===== src/rtl/memcopy_ctrl.sv =====
// Memcopy sequencer: freezes the core and copies N words through the dmem port, then writes N to rd.
// Latency: 2N+2 cycles per instruction (1 detect + N read/write pairs + unstalled DONE).
// Backpressure: none; stall is driven combinationally on decode and held until DONE.
module memcopy_ctrl (
    input  logic        clk,
    input  logic        rst_n,
    input  logic [31:0] instruction,
    input  logic [31:0] rs1_data,
    input  logic [31:0] rs2_data,
    input  logic [31:0] dmem_rdata,
    output logic        stall,
    output logic        mc_active,
    output logic [31:0] dmem_addr,
    output logic [31:0] dmem_wdata,
    output logic        dmem_we,
    output logic        rd_we,
    output logic [4:0]  rd_addr,
    output logic [31:0] rd_wdata
);
    localparam logic [6:0] OPCODE = 7'b0001011;
    localparam logic [2:0] FUNCT3 = 3'b000;

    typedef enum logic [1:0] {IDLE, READ, WRITE, DONE} state_t;

    state_t      state, state_nxt;
    logic [31:0] src, dst, buffer;
    logic [6:0]  cnt, idx;
    logic [4:0]  rd;
    logic        hit, last_word;
    logic [31:0] word_off;

    assign hit       = (instruction[6:0] == OPCODE) && (instruction[14:12] == FUNCT3);
    assign last_word = ({1'b0, idx} + 8'd1) >= {1'b0, cnt};
    assign word_off  = {23'b0, idx, 2'b00};

    always_ff @(posedge clk or negedge rst_n) begin
        if (!rst_n) state <= IDLE;
        else        state <= state_nxt;
    end

    always_comb begin
        state_nxt = state;
        case (state)
            IDLE:    if (hit) state_nxt = (instruction[31:25] != 7'd0) ? READ : DONE;
            READ:    state_nxt = WRITE;
            WRITE:   state_nxt = last_word ? DONE : READ;
            DONE:    state_nxt = IDLE;
            default: state_nxt = IDLE;
        endcase
    end

    // Bases are latched at decode so an rd that aliases rs1/rs2 cannot disturb the copy.
    always_ff @(posedge clk or negedge rst_n) begin
        if (!rst_n) begin
            src    <= 32'd0;
            dst    <= 32'd0;
            cnt    <= 7'd0;
            rd     <= 5'd0;
            idx    <= 7'd0;
            buffer <= 32'd0;
        end else begin
            case (state)
                IDLE: if (hit) begin
                    src <= {rs1_data[31:2], 2'b00};
                    dst <= {rs2_data[31:2], 2'b00};
                    cnt <= instruction[31:25];
                    rd  <= instruction[11:7];
                    idx <= 7'd0;
                end
                READ:    buffer <= dmem_rdata;
                WRITE:   idx <= idx + 7'd1;
                default: ;
            endcase
        end
    end

    always_comb begin
        stall      = 1'b0;
        mc_active  = 1'b0;
        dmem_addr  = 32'd0;
        dmem_wdata = 32'd0;
        dmem_we    = 1'b0;
        rd_we      = 1'b0;
        rd_addr    = 5'd0;
        rd_wdata   = 32'd0;
        case (state)
            IDLE: stall = hit;
            READ: begin
                stall     = 1'b1;
                mc_active = 1'b1;
                dmem_addr = src + word_off;
            end
            WRITE: begin
                stall      = 1'b1;
                mc_active  = 1'b1;
                dmem_we    = 1'b1;
                dmem_addr  = dst + word_off;
                dmem_wdata = buffer;
            end
            DONE: begin
                rd_we    = (rd != 5'd0);
                rd_addr  = rd;
                rd_wdata = {25'b0, cnt};
            end
            default: ;
        endcase
    end
endmodule


===== config.mk =====
export PLATFORM = sky130hd
export DESIGN_NAME = memcopy_ctrl
export DESIGN_NICKNAME = d
export VERILOG_FILES = /design/src/rtl/memcopy_ctrl.sv
export SDC_FILE = /design/constraint.sdc
export NUM_CORES = 1
export LEC_CHECK = 0
export CAP_MARGIN = 10
export CORE_ASPECT_RATIO = 1.1
export CORE_MARGIN = 1
export CORE_UTILIZATION = 35
export CTS_CLUSTER_SIZE = 16
export DETAILED_ROUTE_END_ITERATION = 10
export GPL_TIMING_DRIVEN = 0
export SETUP_SLACK_MARGIN = 0.15
export SLEW_MARGIN = 5
export SYNTH_ARGS = -nofsm -noshare
export SYNTH_HDL_FRONTEND = slang
export SYNTH_SLANG_ARGS = --single-unit

===== constraint.sdc =====
create_clock -name clk -period 14.58 [get_ports clk]
set_input_delay 4.374 -clock clk [delete_from_list [all_inputs] [get_ports clk]]
set_output_delay 4.374 -clock clk [all_outputs]
set_load 0.02 [all_outputs]

==> results of run 1 <==
==> worst paths after layout <==
path                                         from                     end  depth (start not counted)
min in group asynchronous                   rst_n  buffer[14]$_DFFE_PN0P_                          1
min reg2reg                buffer[19]$_DFFE_PN0P_  buffer[19]$_DFFE_PN0P_                          1
max reg2reg                  state[0]$_DFFE_PN0P_      idx[0]$_DFFE_PN0P_                          8
min                        buffer[19]$_DFFE_PN0P_  buffer[19]$_DFFE_PN0P_                          1
max                                instruction[5]                   stall                          7
max in group asynchronous                   rst_n       rd[2]$_DFFE_PN0P_                          2
==> power breakdown <==
part | total [mW] | switching (mW) | internal, mW
clock | 0.462 | 0.144 | 0.318
sequential | 0.404 | 0.0326 | 0.372
combinational | 0.518 | 0.275 | 0.243
==> layer usage <==
| metal | global-route usage (%) | up-vias | wire (um) |
|---|---|---|---|
| li1 | - | 2603 | - |
| met1 | 24.72 | 2496 | 8579 |
| met2 | 31.27 | 263 | 8785 |
| met3 | 4.912 | 49 | 1399 |
| met4 | 8.444 | 0 | 541 |
| met5 | 0 | - | 0 |
==> flip-flops by register name, summed over array words and instances (netlist names) <==
signal	cells
rd	5
cnt	7
dst	30
state	2
buffer	32
idx	7
src	30
==> layout make-up <==
cell class	count	area, um2	area share (%)
timing repair buffer	194	1961	19.70
clock buffer	24	521.8	5.242
buffer	57	379.1	3.809
sequential	113	2828	28.41
multi-input combinational	443	3762	37.80
clock inverter	7	143.9	1.446
tap	247	309.0	3.105
inverter	13	48.80	0.4903
==> stage by stage <==
| step | utilization [%] | cells | hold slack (ps) | worst slack, ps |
|---|---|---|---|---|
| final | 51.76 | 1098 | 496.3 | 3260 |
| after global routing | 51.76 | 1098 | 512.7 | 3138 |
| after CTS | 51.76 | 1098 | 500.7 | 3258 |
| after detailed placement | 48.30 | 1067 | 488.7 | 3279 |
| after global placement | 48.15 | 1066 | 480.1 | 3235 |
| after floorplan | - | 626 | 471.1 | 4309 |
==> logic make-up (layout without fill, tap and decap cells) <==
group                    count (synthesis)  in the layout  synth area share, %
AO/OA/AOI/OAI                           83             83                8.859
XOR/XNOR                                14             14                1.772
adder cells (fa/ha/maj)                 21             21                3.905
buffers and inverters                   70            295                6.183
flip-flops                             113            113                40.86
multiplexers                           132            132                24.90
other                                    1             27              0.05419
AND/OR/NAND/NOR                        166            166                13.47
==> critical path, cell delays in order <==
cell and delay, ps:
clkdlybuf4s50_1 410, or4_4 580, nor4_4 330, nand2_4 190
buf_6 210, a21oi_1 200, clkdlybuf4s50_1 660
==> layout by cell type, fill, tap and decap left out, types with 18 or more instances in the layout <==
cell type,instances
mux2_4,69
nand3_1,21
nand2_1,24
ha_1,20
nor2_1,21
clkdlybuf4s50_1,192
mux2_2,45
mux2i_1,18
and2_1,49
conb_1,27
dfrtp_1,113
buf_4,28
==> qor.txt, run 1 <==
Measured slew at the worst slew-check pin = 727.4 ps
Post-synth cell types = 60
Power per cell area = 139.1 nW/um2
FILL cells = 1,677
Die ar. = 20,340 um2
Crit path DAT = 6950 ps
Commonest cells post-synth = dfrtp_1 (113), mux2_4 (69), and2_1 (49), mux2_2 (45), buf_4 (28)
Total congestion overflow = 0
Post-route cell area = 9953 um2
Clk Latency, worst-skew pair = 410 ps
Die H = 149.5 um
Setup CP Type = in -> out
WP data required = 10,210 ps
Max Clock Skew = 6.464 ps
Unrepaired setup endpoints after global routing = false
Worst Setup End Kind = output pin
Setup TNS = 0 ps
Vias per cell = 4.928
Dpl hpwl = 14.74 mm
Bufs on Longest Clock Path = 2
Total Routing Usage GR = 19.50%
Placed inst area = 9288 um2
Cells after Synth = 600
Final wirelength = 19.31 mm
Ys Warns = 0
Synth-to-Final Area Change = 43.83%
Peak VDD IR = 0.00008079 V
CTS H-Tree Depth = 4
Synth Register Bits = 113
DR vias = 5,411
Leak = 4.563 nW
Period minus WS final = 11,320 ps
Hold WC Path Type = reg -> reg
R2R Setup Slk = 11,880 ps
Final setup viols = 0
EDFF count, synth = 0
Global-route wire length before repair = 29.99 mm
Max Clock Freq = 88.34 MHz
Fin. Hold Viols = 0
Share of flip-flops with an asynchronous set or reset = 100.0%
CTS Hold Bufs = 0
Ports = 235
Critical Path Fanout Max = 10
PortBufs = 193
Final slew viol count = 0
Antenna cells = 0
Core footprint = 19,230 um2
1st-iter DRT viols = 249
First-pass DRT Iterations = 5
Postcts setup bufs = 0
Final net count = 990
ANT nets after route = 0
Sequential area share after synthesis = 40.86%
Initial Util = 35.99%
Post-synth top area share = 40.86%
Post-CTS Resized = 0
Max-Cap Viols = 0
CTS tree = yes
Vias in the first global route = 5,643
Startpoint type of the worst setup path = input port
Fin crit share = 77.64%
GP Congestion = 0.8684
Relative slew slack = 51.51%
Clock Sinks = 113
Initial antenna violation count = 0
Run status = completed
Final Power = 1.385 mW
Largest net degree at the start of global routing = 90
Main synth FF type = dfrtp_1
Detailed-route wire length per cell = 17.58 um
Drt drc = 0
Chip width = 136.1 um
Row count = 53
CTS buffer count = 17
Area leader, netlist = dfrtp_1
Clock transition at path regs = 50 ps
Count leader, synth = dfrtp_1
Synth Area per Inst = 11.53 um2
Cell area after synthesis = 6920 um2
Ranking of synthesized cells by area = dfrtp_1 (41%), mux2_4 (15%), mux2_2 (7.3%)
Layout cells sized above 1 = 22.91%
CTS root buf = clkbuf_16
Note: power is estimated with default switching activity, not from simulation.
==> run 2: changes to the inputs <==
--- a/config.mk
+++ b/config.mk
@@ -12,6 +12,7 @@
 export CTS_CLUSTER_SIZE = 16
 export DETAILED_ROUTE_END_ITERATION = 10
 export GPL_TIMING_DRIVEN = 0
+export PLACE_DENSITY = 0.67
 export SETUP_SLACK_MARGIN = 0.15
 export SLEW_MARGIN = 5
 export SYNTH_ARGS = -nofsm -noshare
==> constraint.sdc (replaced) <==
create_clock -name clk -period 9.3 [get_ports clk]
set_input_delay 2.79 -clock clk [delete_from_list [all_inputs] [get_ports clk]]
set_output_delay 2.79 -clock clk [all_outputs]
set_load 0.02 [all_outputs]
==> qor.txt, run 2 (synthesis gave the netlist of run 1 again) <==
Run status = completed
Final net count = 990 (unchanged)
Bufs on Longest Clock Path = 2 (unchanged)
Capture instance of the worst register-to-register path = idx[6]$_DFFE_PN0P_
Max Clock Skew = 5.676 ps (-0.7877 ps)
Period minus WS final = 8702 ps
First-pass DRT Iterations = 4 (-1)
Final setup viols = 0 (unchanged)
Worst Setup End Kind = output pin
Antenna cells = 0 (unchanged)
Initial antenna violation count = 0 (unchanged)
Setup CP Type = reg -> out
FILL cells = 1,747 (+4.2%)
Power share of the clock group = 31.8% (-1.6 points)
PortBufs = 193 (unchanged)
Commonest cells after routing, fill and taps aside = clkdlybuf4s50_1 (192), dfrtp_1 (113), mux2_4 (69)
Startpoint type of the worst setup path = flop
Post-CTS Resized = 0 (unchanged)
Peak VDD IR = 0.0001300 V (+61%)
Power per cell area = 212.5 nW/um2 (+53%)
Vias per cell = 4.906 (-0.44%)
Layout cells sized above 1 = 23.00% (+0.090 points)
CTS Hold Bufs = 0 (unchanged)
Commonest non-fill, non-tap cell in the layout = clkdlybuf4s50_1
Post-route cell area = 9901 um2 (-0.53%)
1st-iter DRT viols = 199 (-20%)
Dpl hpwl = 13.49 mm (-8.5%)
Hold WC Path Type = reg -> reg
Vias in the first global route = 5,242 (-7.1%)
Total Routing Usage GR = 18.33% (-1.2 points)
Biggest registers after layout = buffer x32, dst x30, src x30
FF-to-FF path depth = 7 (-1)
Clk Latency, worst-skew pair = 410 ps (about the same)
Pint = 1.398 mW (+50%)
DR vias = 5,392 (-0.35%)
Worst setup margin = 598.0 ps (-2662 ps)
WHS = 496.7 ps (+0.3780 ps)
Global-route wire length before repair = 28.26 mm (-5.8%)
Unrepaired setup endpoints after global routing = false
CTS tree = yes
Die ar. = 20,340 um2 (unchanged)
Die H = 149.5 um (unchanged)
Fin. Hold Viols = 0 (unchanged)
Sw Share = 33.53% (+0.86 points)
Combinational share of power = 38.3% (+0.9 points)
Leak = 4.529 nW (-0.74%)
Setup TNS = 0 ps (unchanged)
Initial Util = 35.99% (unchanged)
CTS buffer count = 17 (unchanged)
Max-Cap Viols = 0 (unchanged)
Row count = 53 (unchanged)
Core footprint = 19,230 um2 (unchanged)
Final wirelength = 18.02 mm (-6.6%)
R2R Setup Slk = 6630 ps (-5250 ps)
Top reg by flops = buffer
Worst hold start = buffer[22]$_DFFE_PN0P_
Worst hold stages = 1 (unchanged)
Clock Sinks = 113 (unchanged)
Detailed-route wire length per cell = 16.40 um (-6.7%)
Final slew viol count = 0 (unchanged)
Placed inst area = 9288 um2 (unchanged)
ANT nets after route = 0 (unchanged)
Crit path DAT = 5910 ps (-1040 ps)
CTS root buf = clkbuf_16
Total congestion overflow = 0 (unchanged)
CTS H-Tree Depth = 4 (unchanged)
Postcts setup bufs = 0 (unchanged)
Drt drc = 0 (unchanged)
Clock transition at path regs = 50 ps (about the same)
WP data required = 6510 ps (-3700 ps)
Max Clock Freq = 114.9 MHz
Synth-to-Final Area Change = 43.07%
Critical Path Fanout Max = 10 (unchanged)
Setup WS pre-CTS = 1107 ps (-2172 ps)
Fin crit share = 93.57%
GP Congestion = 0.7836 (-9.8%)
Largest register FFs = 32 (unchanged)
Measured slew at the worst slew-check pin = 687.8 ps (-39.52 ps)
Largest net degree at the start of global routing = 69 (-23%)
Flop pwr share = 29.9% (+0.7 points)
Chip width = 136.1 um (unchanged)
Reg2reg start = state[0]$_DFFE_PN0P_
Sink of the worst hold path = buffer[22]$_DFFE_PN0P_
Relative slew slack = 54.14% (+2.6 points)
Ports = 235 (unchanged)
Net switching power = 705.3 uW (+56%)
[run 2: layout make-up]
type	count	area, um2	area share [%]
multi-input combinational	443	3762	38.00
buffer	57	379.1	3.829
inverter	13	48.80	0.4929
tap	247	309.0	3.121
clock buffer	19	452.9	4.575
timing repair buffer	194	1961	19.80
clock inverter	13	160.2	1.618
sequential	113	2828	28.56
[run 2: layer usage]
metal / track usage, % / vias to the layer above / routed length, um
met5: 0 / - / 0
met4: 5.222 / 0 / 208
met3: 4.302 / 20 / 1258
met2: 29.62 / 217 / 8304
met1: 24.31 / 2555 / 8253
li1: - / 2600 / -
[run 2: critical path: stages (launching register included)]
cell and delay, ps:
dfrtp_1 390, inv_1 120, ha_1 420, buf_4 270, buf_2 300, buf_1 570
mux2_2 420, ha_1 230, fa_1 430, a211o_1 350, a21o_1 220, nand2_1 280
clkbuf_1 400, o21ai_0 180, a21oi_1 240, clkdlybuf4s50_1 660
[run 2: per-stage QoR]
stage               power, mW  utilization (%)  cells
finish                  2.104            51.48   1099
global route            2.225            51.48   1099
CTS                     2.131            51.48   1099
floorplan               1.124                -    626
global placement        1.439            48.15   1066
detailed placement      1.452            48.30   1067
[run 2: worst max-delay path by stage]
stage                                     from                  end  slack [ps]
after floorplan                 instruction[5]                stall        2200
after global placement                   rst_n  src[17]$_DFFE_PN0P_         840
after detailed placement  state[0]$_DFFE_PN0P_        dmem_addr[12]        1110
after CTS                 state[0]$_DFFE_PN0P_        dmem_addr[12]         620
after global routing      state[0]$_DFFE_PN0P_        dmem_addr[24]         290
final                     state[0]$_DFFE_PN0P_        dmem_addr[20]         600
[run 2: power by group through the flow]
stage          sequential (mW)  clock, mW  combinational, mW
3_3_place_gp             0.634          0              0.805
5_1_grt                  0.643      0.706              0.876
2_1_floorplan            0.624          0              0.500
6_report                 0.629      0.669              0.805
4_1_cts                  0.630      0.684              0.817
3_5_place_dp             0.638          0              0.813
